[src/rtl/processorc_port_pkg.sv]
// processorc_port_pkg: default port/tag sizing and the port-index type.
// These values are also used by the round-robin port arbiter.
package processorc_port_pkg;
    localparam int DEF_PORTCOUNT = 4;
    localparam int DEF_PORTADDRWIDTH = 2;
    localparam int DEF_DATAWIDTH = 16;
    localparam int DEF_TAGDEPTH = 4;
    typedef logic [DEF_PORTADDRWIDTH-1:0] port_idx_t;
endpackage

[src/rtl/port_tag_fifo.sv]
// port_tag_fifo: synchronous FIFO with push/pop, full/empty and occupancy count.
// There is no full-bypass: a push while full is dropped even if a pop happens in the same cycle.
module port_tag_fifo #(
    parameter int WIDTH = 2,
    parameter int DEPTH = 4,
    parameter int DEPTHWIDTH = $clog2(DEPTH)
) (
    input  logic                  clk,
    input  logic                  sync_rst,
    input  logic                  push,
    input  logic [WIDTH-1:0]      push_data,
    input  logic                  pop,
    output logic [WIDTH-1:0]      head,
    output logic                  full,
    output logic                  empty,
    output logic [DEPTHWIDTH:0]   count
);
    logic [WIDTH-1:0] mem [DEPTH];
    logic [DEPTHWIDTH-1:0] wr_ptr, rd_ptr;
    logic do_push, do_pop;
    assign full = count == (DEPTHWIDTH+1)'(DEPTH);
    assign empty = count == '0;
    assign head = mem[rd_ptr];
    assign do_push = push && !full;
    assign do_pop = pop && !empty;
    always_ff @(posedge clk)
        if (do_push) mem[wr_ptr] <= push_data;
    always_ff @(posedge clk) begin
        if (sync_rst) begin
            wr_ptr <= '0;
            rd_ptr <= '0;
            count <= '0;
        end else begin
            if (do_push) wr_ptr <= wr_ptr + DEPTHWIDTH'(1);
            if (do_pop) rd_ptr <= rd_ptr + DEPTHWIDTH'(1);
            count <= count + (DEPTHWIDTH+1)'(do_push) - (DEPTHWIDTH+1)'(do_pop);
        end
    end
endmodule

[src/rtl/port_response_router.sv]
// port_response_router: steers in-order responses back to the port that issued each request.
// Define PORT_RESPONSE_ROUTER_OUTREG_EN for a one-entry registered output stage (1-cycle latency).
module port_response_router
    import processorc_port_pkg::*;
#(
    parameter int PORTCOUNT = DEF_PORTCOUNT,
    parameter int PORTADDRWIDTH = DEF_PORTADDRWIDTH,
    parameter int DATAWIDTH = DEF_DATAWIDTH,
    parameter int TAGDEPTH = DEF_TAGDEPTH,
    parameter int TAGDEPTHWIDTH = $clog2(TAGDEPTH)
) (
    input  logic                     clk,
    input  logic                     clk_en,
    input  logic                     sync_rst,
    input  logic                     IssueValid,
    input  logic [PORTADDRWIDTH-1:0] IssuePort,
    output logic                     IssueReady,
    input  logic                     RespValid,
    input  logic [DATAWIDTH-1:0]     RespData,
    output logic                     RespReady,
    output logic [PORTCOUNT-1:0]     PortRespValid,
    output logic [DATAWIDTH-1:0]     PortRespData,
    input  logic [PORTCOUNT-1:0]     PortRespReady,
    output logic [TAGDEPTHWIDTH:0]   OutstandingCount,
    output logic                     ProtocolError
);
    logic push, pop, full, empty, live, head_ok, err_q;
    logic [PORTADDRWIDTH-1:0] head;
    logic [PORTCOUNT-1:0] sel;

    port_tag_fifo #(.WIDTH(PORTADDRWIDTH), .DEPTH(TAGDEPTH), .DEPTHWIDTH(TAGDEPTHWIDTH)) u_fifo (
        .clk(clk), .sync_rst(sync_rst), .push(push), .push_data(IssuePort), .pop(pop),
        .head(head), .full(full), .empty(empty), .count(OutstandingCount)
    );

    // A response in the reset cycle is never routed or accepted.
    assign live = !empty && !sync_rst;
    assign head_ok = 32'(head) < PORTCOUNT;
    assign sel = head_ok ? PORTCOUNT'(1) << head : '0;
    assign IssueReady = clk_en && !full;
    assign push = IssueValid && IssueReady;
    assign pop = RespValid && RespReady;
    assign ProtocolError = err_q;

    always_ff @(posedge clk) begin
        if (sync_rst) err_q <= 1'b0;
        else if (clk_en && RespValid && (!live || !head_ok)) err_q <= 1'b1;
    end

`ifdef PORT_RESPONSE_ROUTER_OUTREG_EN
    logic [PORTCOUNT-1:0] stage_vld;
    logic [DATAWIDTH-1:0] stage_data;
    logic drain;
    assign drain = clk_en && |(stage_vld & PortRespReady);
    assign RespReady = clk_en && live && (!head_ok || stage_vld == '0 || drain);
    assign PortRespValid = stage_vld;
    assign PortRespData = stage_data;
    // Out-of-range responses are popped but never loaded into the stage.
    always_ff @(posedge clk) begin
        if (sync_rst) begin
            stage_vld <= '0;
            stage_data <= '0;
        end else if (clk_en) begin
            if (pop && head_ok) begin
                stage_vld <= sel;
                stage_data <= RespData;
            end else if (drain) begin
                stage_vld <= '0;
            end
        end
    end
`else
    assign RespReady = clk_en && live && (!head_ok || PortRespReady[head]);
    assign PortRespValid = (RespValid && live) ? sel : '0;
    assign PortRespData = RespData;
`endif
endmodule
[config.mk]
export PLATFORM = sky130hd
export DESIGN_NAME = port_response_router
export DESIGN_NICKNAME = d
export VERILOG_FILES = /design/src/rtl/processorc_port_pkg.sv /design/src/rtl/port_tag_fifo.sv /design/src/rtl/port_response_router.sv
export SDC_FILE = /design/constraint.sdc
export NUM_CORES = 1
export LEC_CHECK = 0
export BUFFER_PORTS_ARGS = -buffer_cell sky130_fd_sc_hd__buf_2
export CELL_PAD_IN_SITES_DETAIL_PLACEMENT = 1
export CELL_PAD_IN_SITES_GLOBAL_PLACEMENT = 1
export CORE_MARGIN = 1
export CORE_UTILIZATION = 32
export DETAILED_ROUTE_END_ITERATION = 12
export PLACE_DENSITY = 0.89
export SETUP_SLACK_MARGIN = 0.2
export SYNTH_ARGS = -nofsm -noshare
export SYNTH_HDL_FRONTEND = slang
export SYNTH_SLANG_ARGS = --single-unit
[constraint.sdc]
create_clock -name clk -period 3.3 [get_ports clk]
set_input_delay 0.66 -clock clk [delete_from_list [all_inputs] [get_ports clk]]
set_output_delay 0.66 -clock clk [all_outputs]
set_load 0.05 [all_outputs]
==> metrics.csv <==
stage,metric,value,unit
place,PortBufs,20,
clock_network,clock latency reported for the late side of the worst-skew pair,280,ps
setup_path,reg2reg end,u_fifo.count[2],
route,drt total wl,1680,µm
setup_path,crit path DAT,3030,ps
cells_and_area,Area Growth Syn to Fin,7.35,%
route,wire length per cell,12.8,µm
clock_network,# clock sinks,18,
cells_and_area,"commonest non-fill, non-tap cell in the layout",buf_2,
floorplan,num rows,19,
yosys,synth unique cells,27,
setup_path,R2R cell count,12,
floorplan,die extent in y,57.5,µm
floorplan,IO Pins,53,
place,placed cells,125,
setup_path,Crit path required time,3480,ps
run_status,outcome,finished with violations,
route,DR iter-0 viols,9,
cells_and_area,share of layout cells above drive strength 1,33.0,%
run_status,failing checks,DRC,
sta,final slew viol count,0,
clock_network,Max Root-Sink Buffers,2,
pwr,PwrDens,507,nW/µm²
grt,largest net degree at the start of global routing,13,
setup_path,flop-to-flop setup slack,450,ps
route,router iterations before antenna repair,10,
cells_and_area,Finished Core Util,37.5,%
sta,Tcrit/Tclk final,86.3,%
route,Via Count,632,
worst_hold_path,Hold EP,ProtocolError,
clock_network,clock root buffer,clkbuf_4,
sta,Setup-failing EPs final,0,
place,Area after DPL,1000,µm²
yosys,syn nets,126,
route,Via density,4.82,
cells_and_area,multi-input logic area,415,µm²
floorplan,Die X,57.5,µm
yosys,post-synth top area cell,edfxtp_1,
setup_path,Worst Setup Path Type,register to register,
clock_network,clock slew at reported path FFs,100,ps
yosys,post-synth top area share,24.3,%
yosys,Area contributors post-synth,"edfxtp_1 24%, dfxtp_1 20%, buf_4 12%",
cells_and_area,Non-Filler Instances,131,
clock_network,H-tree levels,1,
clock_network,Hold Buf Count CTS,0,
worst_hold_path,Worst Hold Class,register to register,
clock_network,Num CTS Buffers,3,
sta,RSZ-0062 raised after global routing,false,
sta,Max-slew headroom,46.1,%
grt,GRT Overall Usage,11.5,%
route,DRC Markers,5,
yosys,Seq cells post-synth,18,
cells_and_area,most frequent cells in the layout,"20 x buf_2, 11 x nor2_1, 9 x dfxtp_1",
floorplan,effective utilization at floorplan,34.9,%
route,Routed Antenna Nets,0,
setup_path,Worst Setup End Kind,register,
sta,Tightest Pin Transition,802,ps
yosys,Post-Synthesis Cells,92,
setup_path,Crit Path Max Fanout,4,
yosys,post-synthesis sequential area ratio,44.6,%
yosys,yosys warns,0,
worst_hold_path,hold depth,2,
pwr,Design Power,0.000537,W
floorplan,core area,2830,µm²
sta,f_max,351,MHz
grt,initial antenna violation count,0,
pwr,VDD IR-drop max,273,µV
grt,vias in the first global route,672,
grt,first-pass GRT wire length,2930,µm
sta,Fin Clk Skew,3.19,ps
worst_hold_path,hold path startpoint,ProtocolError,
yosys,cell area after synthesis,987,µm²
cells_and_area,final instance area,1060,µm²
cells_and_area,post-layout net count,135,
job,max cap viols,0,
setup_path,element type at the critical path start,register,
cells_and_area,Diodes inserted,0,
sta,Final TNS setup,0,ps
cells_and_area,storage element area,442,µm²
yosys,Syn Area/Cell,10.7,µm²
sta,Final Hold Fails,0,
place,RD Place Congestion,0.730,
sta,fin crit period,2850,ps
floorplan,die area,3310,µm²
grt,total gr overflow,0,
pwr,leakage power total,0.470,nW
cells_and_area,fillcell total,330,
clock_network,CTS tree,built,
cells by family (layout without fill, tap and decap cells):
family / count (synthesis) / in the layout / share of synthesized area, %
buffers and inverters: 24 / 32 / 15.2
adders and majority gates: 7 / 7 / 9.63
AOI/OAI and AO/OA: 5 / 5 / 3.17
DFF: 18 / 18 / 44.6
xor gates and xnor gates: 3 / 3 / 2.66
muxes: 7 / 7 / 10.3
and+or+nand+nor: 28 / 28 / 14.4
where the power goes:
part | switching, W | leakage [nW] | internal, W | total [W]
clock | 0.0000638 | 0.0154 | 0.0000439 | 0.000108
combinational | 0.000110 | 0.300 | 0.0000554 | 0.000165
sequential | 0.0000148 | 0.155 | 0.000250 | 0.000264
cells in the mapped netlist:
library cell  instances
buf_4                16
nor2_1               11
dfxtp_1              10
edfxtp_1              8
ha_1                  6
inv_1                 6
and3_1                4
mux2i_1               3
nand2_1               3
nor3_1                3
a21oi_1               2
clkbuf_1              2
mux4_2                2
nor2b_1               2
xnor2_1               2
a21boi_0              1
a31oi_1               1
and2_1                1
fa_1                  1
mux2_2                1
mux2_4                1
nand3_1               1
nor4_1                1
nor4b_1               1
o31ai_1               1
or4_4                 1
xor2_1                1
worst max path at each step:
stage                         from              end  slack [ps]  cells after the start
after global placement    register  u_fifo.count[2]         300                     12
after CTS                 register  u_fifo.count[2]         210                     12
after detailed placement  register  u_fifo.count[2]         180                     12
after floorplan           register  u_fifo.count[2]         390                     12
final                     register  u_fifo.count[2]         450                     12
after global routing      register  u_fifo.count[2]         280                     12
cell type report:
class | count | area share (%)
inverters | 6 | 2.13
well taps | 31 | 3.66
multi-input cells | 50 | 39.2
repair buffers | 22 | 10.9
flip-flops and latches | 18 | 41.7
clock inverters | 1 | 0.354
clock buffers | 3 | 2.13
layer usage:
layer	track usage [%]	share of wire, %
met1	13.1	41
met2	20.1	51
met3	3.40	7.4
met4	4.53	0
met5	0	0
repair_timing:
action                                 in CTS  in global routing
pin swaps                                   0                  3
setup buffers                               0                  2
setup endpoints to repair                   1                  1
gates resized for setup                     1                  2
endpoints found under the hold margin       0                  0
critical path, stage by stage, from the launching register on:
cell,delay [ps]
dfxtp_2,360
mux4_2,560
mux2i_1,140
mux2_4,300
nor4_4,140
ha_1,260
inv_1,60
ha_1,130
inv_1,50
fa_1,370
xor2_1,160
xnor2_1,160
nor2_1,50
metrics by stage:
stage	worst slack, ps	hold WS [ps]
floorplan	385	476
global placement	295	445
detailed placement	180	475
CTS	208	499
global route	284	545
finish	452	497
(Power assumes the default switching activity.)
